--- config.mk ---
export PLATFORM = sky130hd
export DESIGN_NAME = scr_permutation_gen
export DESIGN_NICKNAME = d
export VERILOG_FILES = /design/src/rtl/scr_shuffle_pkg.sv /design/src/rtl/scr_lfsr.sv /design/src/rtl/scr_permutation_gen.sv
export SDC_FILE = /design/constraint.sdc
export NUM_CORES = 2
export LEC_CHECK = 0
export ABC_CLOCK_PERIOD_IN_PS = 67900
export BUFFER_PORTS_ARGS = -buffer_cell sky130_fd_sc_hd__buf_2
export CAP_MARGIN = 20
export CORE_MARGIN = 2
export CORE_UTILIZATION = 44
export CTS_BUF_LIST = sky130_fd_sc_hd__clkbuf_4 sky130_fd_sc_hd__clkbuf_8
export DETAILED_ROUTE_END_ITERATION = 7
export GPL_TIMING_DRIVEN = 1
export HOLD_SLACK_MARGIN = 0.15
export PLACE_DENSITY_LB_ADDON = 0.12
export REMOVE_ABC_BUFFERS = 1
export SLEW_MARGIN = 20
export SYNTH_ARGS = -nofsm -noshare
export SYNTH_HDL_FRONTEND = slang
export SYNTH_HIERARCHICAL = 1
export SYNTH_SLANG_ARGS = --single-unit
--- constraint.sdc ---
create_clock -name clk -period 67.9 [get_ports clk]
set_clock_uncertainty 0.2 [all_clocks]
set_input_delay 13.58 -clock clk [delete_from_list [all_inputs] [get_ports clk]]
set_output_delay 13.58 -clock clk [all_outputs]
set_load 0.03 [all_outputs]
--- src/rtl/scr_shuffle_pkg.sv ---
// Shared types and helpers for the loop-shuffle permutation generator.
// Holds the FSM state encoding, LFSR constants and the shuffle mask helper.
package scr_shuffle_pkg;

  typedef enum logic [1:0] {
    IDLE,
    FILL,
    SHUFFLE,
    DONE
  } state_t;

  localparam logic [15:0] LFSR_TAPS         = 16'hB400;
  localparam logic [15:0] LFSR_SEED_DEFAULT = 16'hACE1;

  // Smallest all-ones value that covers i, i.e. next power of two minus one.
  function automatic logic [31:0] mask_for(input logic [31:0] i);
    logic [31:0] m;
    m = '0;
    for (int b = 0; b < 32; b++) begin
      if (m < i) m = {m[30:0], 1'b1};
    end
    return m;
  endfunction

endpackage

--- src/rtl/scr_lfsr.sv ---
// Galois LFSR used as the random source for the Fisher-Yates shuffle.
// A zero seed would lock the register, so it is replaced by SEED on load.
module scr_lfsr #(
  parameter int               WIDTH = 16,
  parameter logic [WIDTH-1:0] SEED  = WIDTH'(16'hACE1),
  parameter logic [WIDTH-1:0] TAPS  = WIDTH'(16'hB400)
) (
  input  logic             clk,
  input  logic             rst,
  input  logic             load,
  input  logic [WIDTH-1:0] seed,
  input  logic             en,
  output logic [WIDTH-1:0] value
);

  logic [WIDTH-1:0] r_value;
  logic [WIDTH-1:0] w_next;

  assign w_next = r_value[0] ? ((r_value >> 1) ^ TAPS) : (r_value >> 1);

  always_ff @(posedge clk) begin
    if (!rst) begin
      r_value <= SEED;
    end else if (load) begin
      r_value <= (seed == '0) ? SEED : seed;
    end else if (en) begin
      r_value <= w_next;
    end
  end

  assign value = r_value;

endmodule

--- src/rtl/scr_permutation_gen.sv ---
// Builds a shuffled permutation table of 0..n-1 (identity fill, then Fisher-Yates)
// and serves it through a registered read port.
module scr_permutation_gen
  import scr_shuffle_pkg::*;
#(
  parameter int                    BITS_PER_ELEMENT = 7,
  parameter int                    LFSR_WIDTH       = 16,
  parameter logic [LFSR_WIDTH-1:0] LFSR_SEED        = LFSR_WIDTH'(LFSR_SEED_DEFAULT)
) (
  input  logic                        clk,
  input  logic                        rst,
  input  logic                        seed_valid_i,
  input  logic [LFSR_WIDTH-1:0]       seed_i,
  input  logic                        start_i,
  input  logic [BITS_PER_ELEMENT:0]   num_elements_i,
  output logic                        busy_o,
  output logic                        done_o,
  output logic                        perm_valid_o,
  input  logic [BITS_PER_ELEMENT-1:0] rd_index_i,
  output logic [BITS_PER_ELEMENT-1:0] rd_data_o
);

  localparam int B            = BITS_PER_ELEMENT;
  localparam int NW           = BITS_PER_ELEMENT + 1;
  localparam int MAX_ELEMENTS = 2 ** BITS_PER_ELEMENT;

  state_t r_state, w_next_state;

  logic [NW-1:0]         r_n;
  logic [NW-1:0]         w_n_clamped;
  logic [B-1:0]          r_idx;
  logic [B-1:0]          r_table [MAX_ELEMENTS];
  logic [B-1:0]          r_rd_data;
  logic                  r_perm_valid;
  logic [LFSR_WIDTH-1:0] w_lfsr;
  logic [LFSR_WIDTH-1:0] w_mask;
  logic [LFSR_WIDTH-1:0] w_j_wide;
  logic [B-1:0]          w_j;
  logic                  w_accept_start;
  logic                  w_load_seed;
  logic                  w_lfsr_en;
  logic                  w_fill_we;
  logic                  w_fill_last;
  logic                  w_swap;
  logic                  w_j_ok;

  assign w_n_clamped    = (num_elements_i > NW'(MAX_ELEMENTS)) ? NW'(MAX_ELEMENTS) : num_elements_i;
  assign w_accept_start = (r_state == IDLE) && start_i;
  assign w_load_seed    = (r_state == IDLE) && seed_valid_i;
  assign w_lfsr_en      = (r_state == SHUFFLE);

  // r_idx doubles as the fill counter and the shuffle position i: the fill ends at n-1,
  // which is exactly where the shuffle starts.
  assign w_fill_last = ({1'b0, r_idx} == (r_n - 1'b1));
  assign w_mask      = LFSR_WIDTH'(mask_for(32'(r_idx)));
  assign w_j_wide    = w_lfsr & w_mask;
  assign w_j         = w_j_wide[B-1:0];
  assign w_j_ok      = (w_j_wide <= LFSR_WIDTH'(r_idx));

  scr_lfsr #(
    .WIDTH (LFSR_WIDTH),
    .SEED  (LFSR_SEED),
    .TAPS  (LFSR_WIDTH'(LFSR_TAPS))
  ) u_lfsr (
    .clk   (clk),
    .rst   (rst),
    .load  (w_load_seed),
    .seed  (seed_i),
    .en    (w_lfsr_en),
    .value (w_lfsr)
  );

  always_comb begin
    w_next_state = r_state;
    w_fill_we    = 1'b0;
    w_swap       = 1'b0;
    case (r_state)
      IDLE: begin
        if (start_i) w_next_state = (w_n_clamped == '0) ? DONE : FILL;
      end
      FILL: begin
        w_fill_we = 1'b1;
        if (w_fill_last) w_next_state = (r_n <= NW'(1)) ? DONE : SHUFFLE;
      end
      SHUFFLE: begin
        if (w_j_ok) begin
          w_swap = 1'b1;
          if (r_idx == B'(1)) w_next_state = DONE;
        end
      end
      DONE:    w_next_state = IDLE;
      default: w_next_state = IDLE;
    endcase
  end

  always_ff @(posedge clk) begin
    if (!rst) begin
      r_state      <= IDLE;
      r_n          <= '0;
      r_idx        <= '0;
      r_perm_valid <= 1'b0;
      r_rd_data    <= '0;
    end else begin
      r_state   <= w_next_state;
      r_rd_data <= r_table[rd_index_i];
      if (w_accept_start) begin
        r_n          <= w_n_clamped;
        r_idx        <= '0;
        r_perm_valid <= 1'b0;
      end else if (w_fill_we && !w_fill_last) begin
        r_idx <= r_idx + 1'b1;
      end else if (w_swap) begin
        r_idx <= r_idx - 1'b1;
      end
      if (r_state == DONE) r_perm_valid <= 1'b1;
    end
  end

  // Both swap writes land in the same cycle, hence a flop array rather than a RAM.
  always_ff @(posedge clk) begin
    if (w_fill_we) begin
      r_table[r_idx] <= r_idx;
    end else if (w_swap) begin
      r_table[r_idx] <= r_table[w_j];
      r_table[w_j]   <= r_table[r_idx];
    end
  end

  assign busy_o       = (r_state == FILL) || (r_state == SHUFFLE);
  assign done_o       = (r_state == DONE);
  assign perm_valid_o = r_perm_valid;
  assign rd_data_o    = r_rd_data;

endmodule
* Yosys cells after proc, flatten, opt, wreduce, memory -nomap -nowiden
Memories as Yosys holds them, arrays and structs flattened. A register that Yosys moved wholly into a read port is not among the register bits.
Index checks and enable logic that the tools add are counted.
W data, S select, Z words.
** Storage, ports and cells
- Register bits :: 34
- Bits in writable memories :: 896
- Input bits :: 35
- Word-level logic and storage cells :: 130
- Memories kept :: 1
** Memory list
- r_table :: words 128, width 7, rd ports 3, clocked after Yosys merged registers in 2, write ports 2, line scr_permutation_gen.sv:32 : logic [B-1:0] r_table [MAX_ELEMENTS];
** Cells by class
- Add/subtract/negate cells :: 3
- Order comparisons :: 35
- Equality and inequality tests :: 9
- Muxes and demuxes :: 59
- Bitwise operators :: 4
- Reductions and logical operators :: 14
** Operators with widths (number)
- $lt A32 B7 Y1 :: 31
- $mux W32 :: 30
- $mux W16 :: 5
- $mux W7 :: 5
- $and A16 B16 Y16 :: 1
- $le A16 B7 Y1 :: 1
- $logic_not A16 Y1 :: 1
- $mux W1 :: 12
- $mux W2 :: 5
- $eq A7 B8 Y1 :: 1
- $gt A8 B8 Y1 const B :: 1
- $le A8 B1 Y1 const B :: 1
- $logic_not A8 Y1 :: 1
- $mux W8 :: 1
- $ne A2 B2 Y1 const B :: 4
- $pmux W2 S4 :: 1
- $sub A8 B1 Y8 const B :: 1
- $add A7 B1 Y7 const B :: 1
- $eq A7 B1 Y1 const B :: 1
- $lt A1 B7 Y1 const A :: 1
- $sub A7 B1 Y7 const B :: 1
- $reduce_bool A2 Y1 :: 3
- $eq A2 B2 Y1 const B :: 2
- $not A3 Y4 :: 1
- 9 further kinds :: 12

* Logic depth before layout (Yosys ltp)
- Word-level depth :: 72
- Gate-level depth with buffers :: 355
- Depth with buffers taken out :: 331

* Hierarchy
The synthesis kept the hierarchy.
** By module, submodules not included
- scr_permutation_gen :: times used 1, cells an instance 5742, area an instance 70821.7 um2
- scr_lfsr :: times used 1, cells an instance 95, area an instance 884.6 um2

* Worst setup path after synthesis
OpenSTA, ideal clock, no wires.
- Kind :: reg-to-reg
- Start :: register r_idx[2]
- End :: memory r_table[76][0] (netlist bit) (enable)
- Setup time :: 0.381 ns
- Arrival :: 59.072 ns
- Required time :: 67.319 ns
- Setup slack :: 8.247 ns
- Cell stages (with the launch flop) :: 342
- Buffers on the path :: 22
- Period minus slack after synthesis :: 59.653 ns
- Cell sequence :: dfxtp_1 clkbuf_1 inv_1 ha_1 o21a_1 o21ai_0 nand2_1 inv_1 ha_1 o211ai_1 and2_1 maj3_1 nor2_1 inv_1 ha_1 o21a_1 o221ai_1 nand4_1 (+306 left out) buf_2 ha_1 nor2b_1 o21a_1 o21a_1 o21ai_0 nand2b_1 a21oi_1 nor2b_1 o22ai_1 o211ai_1 or2_2 clkbuf_1 nor4_2 clkbuf_1 nand2_1 clkbuf_1 o21ai_0
** RTL lines
- start: declaration :: line scr_permutation_gen.sv:31 : logic [B-1:0] r_idx;
- start signal: assignment :: line scr_permutation_gen.sv:111 : r_idx <= r_idx + 1'b1;
- start signal: assignment :: line scr_permutation_gen.sv:113 : r_idx <= r_idx - 1'b1;
- end: declaration :: line scr_permutation_gen.sv:32

==> reports/results.ini <==
[status]
status=finished with violations
violations=capacitance limit, slew limit

[setup_path]
cp_data_required_time_ns=68.34
crit_slowest_cell=a221oi_2
slowest_delay_ns=1.22
crit_buf_inv=24
critPathTopFamily=compound AO/OA/AOI/OAI gates
critPathMostFrequentCell=o21ai_0
path_class=register to register
worstSetupStartpointType=register
end_kind=register
arrival_ns=63.35
worstPathMaxFanout=91

[yosys]
synth_top_area_share_pct=37.52
async_flop_share_pct=0
synth.largest_area_cell=edfxtp_1
synth-seq-area-share_pct=38.86
netlist_top_cells_area=edfxtp_1, mux4_2, mux2i_1
ys_ff_latch=944
netlist_area_sq_um=71710
ys.flop_type=edfxtp_1
synth_cell_types=125
ys_warn_count=6
synth_area_per_cell_sq_um=12.28
syn_inst=5837
synth_edf_count=896

[detailed_routing]
drcViolationCount=0
viasPerCell=7.180
dr.pass1.iters=6
drtIter0Drc=9285
vias=57430
totalWireLength_microns=289900
wl_per_cell_microns=36.25
ant_nets=0

[floorplan]
die_w_microns=407.7
die-area_sq_um=166200
die-height_microns=407.7
coreArea_sq_um=162200
ios=45
initial_core_util_pct=44.20
rows=148

[flow_run]
drv_cap=3

[placement]
dpl_cell_area_sq_um=73860
place_ws_ns=-1.381
place_hpwl_microns=187800
routabilityCongestion=0.9749
port-buffer-count=44

[clock_tree]
clockRootBuffer=clkbuf_8
cts_sinks=944
cts_max_level=4
clock_path_buffers=3
clkLatencyLatePin_ns=0.98
cts_buffers=168
clk_transition_reported_paths_ns=0.06
cts_tree=yes
hold_buffers=0

[sta]
fmax_mhz=15.90
fin_crit_sh_pct=92.65
final_max_slew_viol_count=13
period_minus_slack_ns=62.91
setup_slack_ns=4.991
tightest_slew_ns=1.656
tns_ns=0
setup-violations-final=0
hold_viol_final=0
relSlewSlack_pct=-10.61
holdWs_ns=0.3489

[grt]
grt_pass1_vias=53580
overflow=0
grt_pass1_wl_microns=404000
track_usage_pct=33.42
grt_max_degree=117
antenna_found_initial=19

[finish]
final_design_area_no_fill_sq_um=78510
fillCellCount=14520
nets=5894
area_growth_pct=9.490
drive_above_1_share_pct=29.31

[hold_path]
hold_class=register to register

cell usage in the layout (no fill, tap or decap), types with 12 or more instances in the layout:
master and n:
a21oi_1 132, inv_1 62, or3_1 17, diode_2 13, and3_1 12, nor3_1 57, dfxtp_1 43, nand2b_1 52
nand2_1 633, buf_4 256, edfxtp_1 896, o21ai_0 192, nand2_2 48, nand4_1 16, mux2_2 13, and2_1 31
o22ai_1 410, clkinv_1 43, inv_2 16, a211oi_1 25, buf_2 43, mux2i_1 508, o21ai_2 35, nand3_1 190
a21o_1 27, o211ai_1 23, o21a_1 22, clkinv_2 25, a21oi_2 17, nor2_1 128, ha_1 181, mux4_2 807
xnor2_1 20, o21ai_1 145, clkbuf_4 46, a31oi_1 12, clkbuf_8 181, a22oi_1 13, nor2b_1 39
registers in the layout, summed over array words and instances (netlist names), named ones only:
| name | cells |
|---|---|
| r_n | 8 |
| rd_data_o | 7 |
| perm_valid_o | 1 |
| r_state | 2 |
| r_idx | 7 |
| r_table | 896 |
| u_lfsr/value | 16 |
final cells by class:
cell class / instances / area (sq um) / share of cell area, %
Timing Repair Buffer: 326 / 2574 / 3.278
Antenna cell: 13 / 32.53 / 0.04143
Sequential cell: 944 / 27880 / 35.51
Tap cell: 2175 / 2721 / 3.466
Clock buffer: 226 / 2823 / 3.595
Multi-Input combinational cell: 4155 / 41680 / 53.08
Clock inverter: 77 / 437.9 / 0.5578
Inverter: 83 / 362.8 / 0.4622
cell usage after synthesis, types with 113 or more instances:
| cell | number |
|---|---|
| clkbuf_1 | 418 |
| buf_2 | 113 |
| o22ai_1 | 410 |
| edfxtp_1 | 896 |
| a21oi_1 | 146 |
| mux2i_1 | 516 |
| mux4_2 | 807 |
| o21ai_1 | 137 |
| ha_1 | 181 |
| nand2_1 | 683 |
| nand3_1 | 191 |
| nor2_1 | 133 |
| o21ai_0 | 240 |
path summary, 6_finish.rpt:
check	startpoint	end	slack [ns]	cells after the start
hold reg to reg	u_lfsr/value[10]$_SDFFE_PN1P_	u_lfsr/value[10]$_SDFFE_PN1P_	0.35	2
setup reg to reg	r_idx[6]$_SDFFE_PP0N_	r_table[31][3]$_DFFE_PP_	4.99	319
setup / recovery	r_idx[6]$_SDFFE_PP0N_	r_table[31][3]$_DFFE_PP_	4.99	319
hold / removal	u_lfsr/value[10]$_SDFFE_PN1P_	u_lfsr/value[10]$_SDFFE_PN1P_	0.35	2
kinds of logic (layout without fill, tap and decap cells):
group | Yosys count | after routing | synth area share [%]
AOI/OAI and AO/OA | 1268 | 1274 | 11.57
xor gates and xnor gates | 25 | 25 | 0.3054
adders and majority gates | 182 | 182 | 3.172
buffers and inverters | 746 | 712 | 4.603
DFF | 944 | 944 | 38.86
muxes | 1345 | 1345 | 32.93
other | 0 | 13 | 0
and+or+nand+nor | 1327 | 1329 | 8.560
stage by stage:
stage / utilization (%) / instances
floorplan: - / 5174
global placement: 45.52 / 7622
detailed placement: 45.53 / 7625
CTS: 47.56 / 7929
global route: 48.38 / 7988
finish: 48.40 / 7999
worst register-to-register path: cells and delay by family (launching register included):
family                   cells  cell delay, ns
AO/OA/AOI/OAI              143           28.99
AND/OR/NAND/NOR            107           15.66
adder cells (fa/ha/maj)     30            7.97
multiplexers                13            4.67
buffers and inverters       24            4.27
flip-flops                   1            0.48
XOR/XNOR                     2            0.32
timing repair:
action,CTS,global route
pin swaps,1,15
cloned,0,9
endpoints found under the hold margin,0,0
setup buffers,1,47
endpoints found under the setup margin,1792,1808
gates resized for setup,10,225
metal layers:
layer | wire length, microns | track usage, %
met3 | 40730 | 11.29
met2 | 126200 | 48.82
met4 | 15940 | 15.95
met1 | 106900 | 44.71
met5 | 191 | 0
Power is left out: the tool's default activity adds up to more than one toggle a clock period on the data nets, which glitch-free logic cannot reach.
